==> src/rtl/fifo_read_logic.sv <==
`default_nettype none
// +----------------------------------------------------------------------------+
// | Module      : fifo_read_logic                                              |
// | Description : Read-side pointer/flag controller of the router's            |
// |               dual-pointer FIFO. Pops entries on consumer request, drives  |
// |               the RAM read address/strobe, returns a Gray read pointer to  |
// |               the write side and reports empty/occupancy.                  |
// | Options     : FIFO_RD_ALMOST_EMPTY_EN adds the registered ralmost_empty    |
// |               output (threshold AE_LEVEL).                                 |
// | Revision    : 1.0 - initial release                                        |
// +----------------------------------------------------------------------------+
module fifo_read_logic #(
  parameter int DEPTH    = 4,
  parameter int PTR_SZ   = 2,
  parameter int AE_LEVEL = 1
) (
  input  logic              clk,
  input  logic              rst,
  input  logic              rinc,
  input  logic [PTR_SZ:0]   rq2_wptr,
  output logic              rempty,
  output logic              read_en,
  output logic [PTR_SZ-1:0] raddr,
  output logic [PTR_SZ:0]   rptr_gray,
  output logic              rvalid,
  output logic [PTR_SZ:0]   rlevel
`ifdef FIFO_RD_ALMOST_EMPTY_EN
  ,
  output logic              ralmost_empty
`endif
);

  // Two-state occupancy FSM; the encoding width is fixed at one bit.
  typedef enum logic [0:0] {
    ST_EMPTY = 1'b0,
    ST_AVAIL = 1'b1
  } state_t;

  localparam logic [PTR_SZ:0] c_ONE = {{PTR_SZ{1'b0}}, 1'b1};

  // Reject configurations where DEPTH and PTR_SZ disagree or the
  // almost-empty threshold exceeds the FIFO size.
  if ((DEPTH != (1 << PTR_SZ)) || (DEPTH < 2) || (AE_LEVEL > DEPTH)) begin : g_bad_params
    $error("fifo_read_logic: inconsistent DEPTH/PTR_SZ/AE_LEVEL");
  end

  state_t            r_state;
  logic              r_rempty;
  logic [PTR_SZ:0]   r_rbin;
  logic [PTR_SZ:0]   r_rgray;
  logic              r_rvalid;
  logic [PTR_SZ:0]   r_rlevel;

  logic              w_pop;
  logic [PTR_SZ:0]   w_rbin_next;
  logic [PTR_SZ:0]   w_rgray_next;
  logic [PTR_SZ:0]   w_wbin;
  logic              w_empty_next;
  logic [PTR_SZ:0]   w_level_next;

  // A pop is only honoured while the FIFO is known to hold data.
  assign w_pop        = rinc & ~r_rempty;
  assign w_rbin_next  = w_pop ? (r_rbin + c_ONE) : r_rbin;
  assign w_rgray_next = (w_rbin_next >> 1) ^ w_rbin_next;

  // Convert the synchronized Gray write pointer back to binary so the
  // occupancy can be computed as a plain modulo difference.
  for (genvar i = 0; i <= PTR_SZ; i++) begin : g_gray2bin
    assign w_wbin[i] = ^(rq2_wptr >> i);
  end

  // Compare in the Gray domain so the freshly sampled write pointer is used
  // directly; a pop and a write in the same cycle keep the FIFO non-empty.
  assign w_empty_next = (w_rgray_next == rq2_wptr);
  assign w_level_next = w_wbin - w_rbin_next;

  // Occupancy FSM with its registered empty flag.
  always_ff @(posedge clk or posedge rst) begin
    if (rst) begin
      r_state  <= ST_EMPTY;
      r_rempty <= 1'b1;
    end else begin
      case (r_state)
        ST_EMPTY: begin
          if (!w_empty_next) begin
            r_state  <= ST_AVAIL;
            r_rempty <= 1'b0;
          end
        end
        ST_AVAIL: begin
          if (w_empty_next) begin
            r_state  <= ST_EMPTY;
            r_rempty <= 1'b1;
          end
        end
        default: begin
          r_state  <= ST_EMPTY;
          r_rempty <= 1'b1;
        end
      endcase
    end
  end

  // Read pointer (binary and Gray), read-data valid and occupancy registers.
  always_ff @(posedge clk or posedge rst) begin
    if (rst) begin
      r_rbin   <= '0;
      r_rgray  <= '0;
      r_rvalid <= 1'b0;
      r_rlevel <= '0;
    end else begin
      r_rbin   <= w_rbin_next;
      r_rgray  <= w_rgray_next;
      r_rvalid <= w_pop;
      r_rlevel <= w_level_next;
    end
  end

`ifdef FIFO_RD_ALMOST_EMPTY_EN
  localparam logic [PTR_SZ:0] c_AE_LEVEL = AE_LEVEL[PTR_SZ:0];

  logic r_ralmost_empty;

  // Almost-empty flag, updated on the same edge as the empty flag.
  always_ff @(posedge clk or posedge rst) begin
    if (rst) begin
      r_ralmost_empty <= 1'b1;
    end else begin
      r_ralmost_empty <= (w_level_next <= c_AE_LEVEL);
    end
  end

  assign ralmost_empty = r_ralmost_empty;
`endif

  // The RAM samples raddr on the same edge that read_en is high.
  assign rempty    = r_rempty;
  assign read_en   = w_pop;
  assign raddr     = r_rbin[PTR_SZ-1:0];
  assign rptr_gray = r_rgray;
  assign rvalid    = r_rvalid;
  assign rlevel    = r_rlevel;

endmodule
`default_nettype wire

==> config.mk <==
export PLATFORM = sky130hd
export DESIGN_NAME = fifo_read_logic
export DESIGN_NICKNAME = d
export VERILOG_FILES = /design/src/rtl/fifo_read_logic.sv
export SDC_FILE = /design/constraint.sdc
export NUM_CORES = 1
export LEC_CHECK = 0
export ABC_AREA = 1
export BUFFER_PORTS_ARGS = -buffer_cell sky130_fd_sc_hd__buf_2
export CAP_MARGIN = 20
export CORE_AREA = 2 2 39 41
export DETAILED_ROUTE_END_ITERATION = 8
export DIE_AREA = 0 0 41 43
export PLACE_DENSITY = 0.76
export RECOVER_POWER = 25
export SETUP_SLACK_MARGIN = 0.5
export SYNTH_ARGS = -nofsm -noshare
export SYNTH_HDL_FRONTEND = slang
export SYNTH_SLANG_ARGS = --single-unit
==> constraint.sdc <==
create_clock -name clk -period 3.65 [get_ports clk]
set_input_delay 0.365 -clock clk [delete_from_list [all_inputs] [get_ports clk]]
set_output_delay 0.365 -clock clk [all_outputs]
set_load 0.02 [all_outputs]
==> reports/qor.csv, run 1 <==
stage,metric,value,unit
worst_setup_path,WP data arrival,1950,ps
power,Reg power frac,0.290,
clock_network,Max clock buf depth,2,
route,drt initial violations,9,
die,FP Rows,14,
synthesis,Synth area leader,dfrtp_1,
timing,Layout Skew,5.22,ps
die,Core Region,0.00138,mm2
route,Routed wire per std cell,10.6,um
clock_network,Worst-path clk slew,70,ps
route,Routed WL,1240,um
route,vias post-DR,541,
power,Power Density,973,mW/mm2
power,Net Sw Frac,0.493,
global_route,grt total ovfl,0,
die,Die Area,0.00176,mm2
die,Top Ports,17,
route,drt pass-1 iters,4,
power,Internal,0.394,mW
timing,Slew HR,0.706,
worst_setup_path,Worst setup SP type,flop,
worst_setup_path,highest net fanout along the worst path,5,
finish,FILL cells,132,
job,Max-Cap Viols,0,
power,share of total power in the clock network,0.106,
timing,setup TNS,0,ps
worst_setup_path,Crit path max-delay family,adder cells,
synthesis,syn avg cell area,8.41,um2
route,WL met2,593,um
worst_setup_path,critical path required time,3840,ps
min_path,HP Class,input port to async pin,
placement,gpl congestion,0.777,
worst_setup_path,slowest cell on the critical path,dfrtp_1,
global_route,All-Layer GR Usage,0.175,
clock_network,total CTS buffers,3,
clock_network,Root Driver,clkbuf_4,
global_route,first-pass GRT wire length,2070,um
synthesis,Post-Syn Nets,89,
finish,layout cell share with drive strength beyond 1,0.410,
finish,area grow syn2layout,18.8,%
synthesis,number of synthesized register bits,11,
synthesis,Post-Syn Instances,80,
timing,setup violators final,0,
clock_network,"Setup Fix Bufs, Post-CTS",0,
clock_network,CTS tree,yes,
worst_setup_path,CP cell instances,ha_1 -> inv_1 -> nand3_1 -> nand2_4 -> xnor2_1 -> inv_1 -> ha_1 -> a21oi_1 -> xnor2_1,
finish,Final nets,110,
route,Via-to-Cell Ratio,4.66,
route,highest metal used,met4,
timing,Max Slew Vio Count,0,
synthesis,Cell variety after synth,16,
power,Comb power frac,0.604,
outcome,outcome,"finished, final reports clean",
synthesis,synth warn,0,
die,Initial Util,0.486,
clock_network,# clock sinks,11,
synthesis,Synth area leaders,"dfrtp_1, nand2_1, nand2_2",
timing,fmax,566,MHz
route,Post-DRT Antenna Nets,0,
placement,DP HPWL,953,um
timing,Tmin final,1770,ps
clock_network,CTS resizes,0,
timing,fin crit share,0.484,
synthesis,Synth top area share,0.372,
timing,unrepaired setup endpoints after global routing,false,
power,Sw Pwr,0.384,mW
placement,buffers added on ports,16,
route,# DRC,0,
worst_setup_path,classification of the worst setup path,flop to flop,
synthesis,synthesized area,673,um2
power,worst vdd ir,443,uV
route,WL met3,59,um
route,metal1 wirelength,571,um
worst_setup_path,slowest cell delay on critical path,430,ps
worst_setup_path,Worst setup EP type,flop,
synthesis,sequential fraction of the synthesis area,0.411,
die,Die X,41,um
timing,final hold violation count,0,
timing,Least-Margin Pin Slew,440,ps
global_route,initial antenna violation count,0,
clock_network,H-tree levels,1,
clock_network,"Clk Latency, worst-skew pair",260,ps
die,die height,43,um
worst_setup_path,critical path buffer and inverter count,2,
finish,ant diodes,0,
clock_network,CTS hold repair buffers,0,
power,leakage power,0.443,nW
placement,DP Worst Slack,1910,ps
timing,slack of the critical path,1880,ps
global_route,vias in the first global route,513,
global_route,largest net degree at the start of global routing,12,
power by group through the flow:
stage | combinational (mW) | sequential, mW | clock [mW]
2_1_floorplan | 0.292 | 0.292 | 0
3_3_place_gp | 0.459 | 0.226 | 0
3_5_place_dp | 0.470 | 0.227 | 0
4_1_cts | 0.474 | 0.226 | 0.0860
5_1_grt | 0.522 | 0.234 | 0.0930
6_report | 0.470 | 0.225 | 0.0823
kinds of logic (layout without fill, tap and decap cells):
kind of cell,Yosys count,in the layout,synth area share
buffers and inverters,15,35,0.0837
adders and majority gates,3,3,0.0558
xor gates and xnor gates,4,4,0.0521
and+or+nand+nor,46,46,0.390
DFF,11,11,0.411
AOI/OAI and AO/OA,1,1,0.00743
synth_stat cells, drive strengths merged:
library cell and n:
nor2 3, nand2 30, nand3 12, xor2 2
a21oi 1, xnor2 2, dfstp 1, dfrtp 10
ha 3, or2 1, inv 15
routing by layer:
layer,up-vias,track usage
li1,281,-
met1,243,0.237
met2,15,0.250
met3,2,0.0314
met4,0,0.100
met5,-,0
cell type report:
class	instances	area, um2	area share
flip-flops and latches	11	277	0.346
multi-input cells	54	340	0.426
inverters	15	56.3	0.0704
well taps	16	20.0	0.0250
repair buffers	16	80.1	0.100
clock buffers	4	26.3	0.0329
worst paths after layout:
check,to,slack [ps],cells past startpoint,startpoint
min in group clk,rvalid,400,3,rinc
max,rlevel[2],1880,9,r_rbin[0]
min reg2reg,rempty,480,2,r_state
max reg2reg,rlevel[2],1880,9,r_rbin[0]
max in group asynchronous,rempty,3220,2,rst
min,r_rbin[2],90,2,rst
cells in the final DEF (no fill, tap or decap), drive strengths merged:
master | netlist | final
buf | 0 | 16
inv | 15 | 15
nand3 | 12 | 12
dfstp | 1 | 1
nor2 | 3 | 3
a21oi | 1 | 1
nand2 | 30 | 30
xnor2 | 2 | 2
or2 | 1 | 1
dfrtp | 10 | 10
xor2 | 2 | 2
ha | 3 | 3
clkbuf | 0 | 4
registers in the layout, summed over array words and instances (netlist names):
name	flops
rlevel	3
rptr_gray	2
rvalid	1
rempty	1
r_state	1
r_rbin	3
metrics by stage:
stage	util	area [um2]	total power, mW	std cells	hold slack, ps
after floorplan	-	673	0.585	80	217
after global placement	0.559	773	0.685	112	378
after detailed placement	0.559	773	0.697	112	387
after CTS	0.578	800	0.785	116	92.5
after global routing	0.578	800	0.849	116	132
final	0.578	800	0.778	116	87.2
(Power assumes the default switching activity.)
==> run 2, diff against run 1 <==
- ABC_AREA: 1 -> 0
- PLACE_DENSITY: 0.76 -> 0.7
- clock period: 3.65 -> 1.8 ns (I/O delays scaled with it)
==> run 2 against run 1 <==
The flow now finishes with violations (setup timing); clock skew is 2.1 ps lower; critical endpoint unchanged; core utilization increased by 4.6 points; maximum frequency decreased by 2.4%; global-route usage decreased by 0.19 points; synthesized area fell by 12%; via count fell by 17%; die area stayed put; design area is 8.0% higher; clock power increased by 100%.
==> reports/qor.csv, run 2 <==
stage,metric,value,unit,change
die,die height,43,um,unchanged
finish,area grow syn2layout,45.9,%,
clock_network,total CTS buffers,3,,unchanged
power,worst vdd ir,893,uV,+100%
outcome,failing checks,setup timing,,
timing,Tmin final,1810,ps,+42.5 ps
synthesis,Main synth FF type,dfrtp_1,,
synthesis,Synth area leader,dfrtp_1,,
global_route,vias in the first global route,450,,-12%
worst_setup_path,Worst setup SP type,flop,,
worst_setup_path,classification of the worst setup path,flop to flop,,
timing,unrepaired setup endpoints after global routing,true,,
synthesis,"count leader, synth",dfrtp_1,,
synthesis,main combinational cell family by area after synthesis,XOR/XNOR gates,,
global_route,largest net degree at the start of global routing,12,,unchanged
route,Post-DRT Antenna Nets,0,,unchanged
global_route,All-Layer GR Usage,0.173,,-0.00189
clock_network,Root Driver,clkbuf_4,,
placement,# placed instances,86,,-23%
timing,Least-Margin Pin Slew,417,ps,-23.6 ps
finish,"commonest non-fill, non-tap cell in the layout",buf_2,,
timing,setup TNS,-9.16,ps,-9.16 ps
synthesis,Synth Area in Compound Gates,0.0888,,+0.0814
finish,fin cells,95,,-18%
synthesis,Synth top area share,0.423,,+0.0511
clock_network,Max clock buf depth,2,,unchanged
clock_network,"Clk Latency, worst-skew pair",260,ps,about the same
finish,Final nets,89,,-19%
min_path,HP Class,input port to flop,,
die,FP Rows,14,,unchanged
synthesis,synthesized area,592,um2,-12%
synthesis,Post-Syn Nets,58,,-35%
worst_setup_path,highest net fanout along the worst path,3,,-2
synthesis,mux contribution to synthesized area,0.0381,,+0.0381
worst_setup_path,critical path required time,1990,ps,-1850 ps
timing,fmax,553,MHz,-2.4%
global_route,first-pass GRT wire length,1960,um,-5.4%
synthesis,syn avg cell area,12.1,um2,+44%
clock_network,CTS tree,yes,,
job,Max-Cap Viols,0,,unchanged
outcome,outcome,finished with violations,,
synthesis,Post-Synth Adder-Cell Area,0.0634,,+0.00766
die,Core Region,0.00138,mm2,unchanged
placement,DP Worst Slack,-155,ps,-2070 ps
clock_network,# clock sinks,11,,unchanged
route,Routed WL,1200,um,-3.1%
route,drt pass-1 iters,3,,-1
die,Initial Util,0.428,,-0.0588
finish,most frequent cells in the layout,"buf_2, buf_4, dfrtp_1",,
finish,Layout Utilization,0.624,,+0.0461
timing,Slew HR,0.722,,+0.0158
synthesis,Post-Syn Instances,49,,-39%
clock_network,H-tree levels,1,,unchanged
timing,Fin Hold WS,279,ps,+192 ps
synthesis,Synth area leaders,"dfrtp_1, ha_1, xor2_1",,
finish,ant diodes,0,,unchanged
power,Final Power,1.87,mW,+140%
power,Power Density,2170,mW/mm2,+120%
timing,final hold violation count,0,,unchanged
synthesis,ys async rst share,1.00,,unchanged
route,drt initial violations,7,,-2
placement,buffers added on ports,16,,unchanged
power,leakage power,0.416,nW,-6.1%
worst_setup_path,WP data arrival,2000,ps,+50 ps
synthesis,Post-synth EDFFs,0,,unchanged
route,vias post-DR,448,,-17%
synthesis,sequential fraction of the synthesis area,0.467,,+0.0564
worst_setup_path,Worst setup EP type,flop,,
global_route,initial antenna violation count,0,,unchanged
timing,Max Slew Vio Count,0,,unchanged
placement,gpl congestion,0.772,,-0.59%
synthesis,number of synthesized register bits,11,,unchanged
placement,DP HPWL,896,um,-5.9%
synthesis,xor/xnor cell area share of the yosys netlist,0.171,,+0.119
synthesis,synth warn,0,,unchanged
finish,layout cell share with drive strength beyond 1,0.570,,+0.160
die,Die Area,0.00176,mm2,unchanged
timing,setup violators final,1,,+1
clock_network,Worst-path clk slew,70,ps,about the same
route,Via-to-Cell Ratio,4.72,,+1.1%
finish,final instance area,863,um2,+8.0%
die,Top Ports,17,,unchanged
timing,Layout Skew,3.14,ps,-2.08 ps
global_route,grt total ovfl,0,,unchanged
synthesis,Simple-Gate Fraction of Synth Area,0.121,,-0.270
timing,fin crit share,1.01,,+0.521
placement,DP Area,748,um2,-3.2%
timing,slack of the critical path,-9.16,ps,-1890 ps
synthesis,Cell variety after synth,22,,+6
route,Routed wire per std cell,12.6,um,+18%
die,Die X,41,um,unchanged
synthesis,synth cell count leaders,"dfrtp_1, inv_1, nand2b_1, xor2_1",,
route,# DRC,0,,unchanged
==> run 2: kinds of logic after synthesis <==
logic type,after synthesis
and+or+nand+nor,12
DFF,11
xor gates and xnor gates,9
AOI/OAI and AO/OA,7
buffers and inverters,6
adders and majority gates,3
muxes,1
==> run 2: worst paths after layout <==
kind / start / end / slack [ps] / depth (start not counted)
worst min register to register: r_state / rempty / 500 / 2
min in group asynchronous: rst / rlevel[1] / 440 / 3
max in group asynchronous: rst / rempty / 1030 / 3
worst max register to register: rempty / rlevel[2] / -9 / 7
worst max-delay path: rempty / rlevel[2] / -9 / 7
worst min-delay path: rq2_wptr[2] / r_state / 280 / 3
==> run 2: layout make-up <==
class | instances | area [um2]
Fill cell | 111 | 520
Multi-Input combinational cell | 32 | 338
Inverter | 5 | 18.8
Clock buffer | 4 | 26.3
Sequential cell | 11 | 279
Timing Repair Buffer | 27 | 181
Tap cell | 16 | 20.0
==> run 2: power breakdown <==
part / total [mW] / leakage, nW / switching, mW / internal [mW]
Clock: 0.165 / 0.0150 / 0.0795 / 0.0856
Combinational: 1.25 / 0.276 / 0.630 / 0.624
Sequential: 0.453 / 0.124 / 0.0642 / 0.389
==> run 2: timing repair <==
item	4_1_cts	5_1_grt
endpoints found under the setup margin	8	7
hold endpoints to repair	10	0
buffers inserted	3	1
pin swaps	3	3
hold buffers	1	0
resized for setup	7	6
==> run 2: worst max-delay path, cell delays in order, from the launching register on <==
cell and delay [ps]:
dfstp_2 380, nor2b_4 190, mux2i_4 270, xor2_1 170
ha_2 220, inv_2 40, a311oi_2 300, xor2_1 170
==> run 2: layer usage <==
metal,GRT usage,routed length [um],vias up
met4,0.147,9,0
met5,0,0,-
met3,0.0314,47,2
met2,0.244,667,8
met1,0.214,473,213
li1,-,-,225
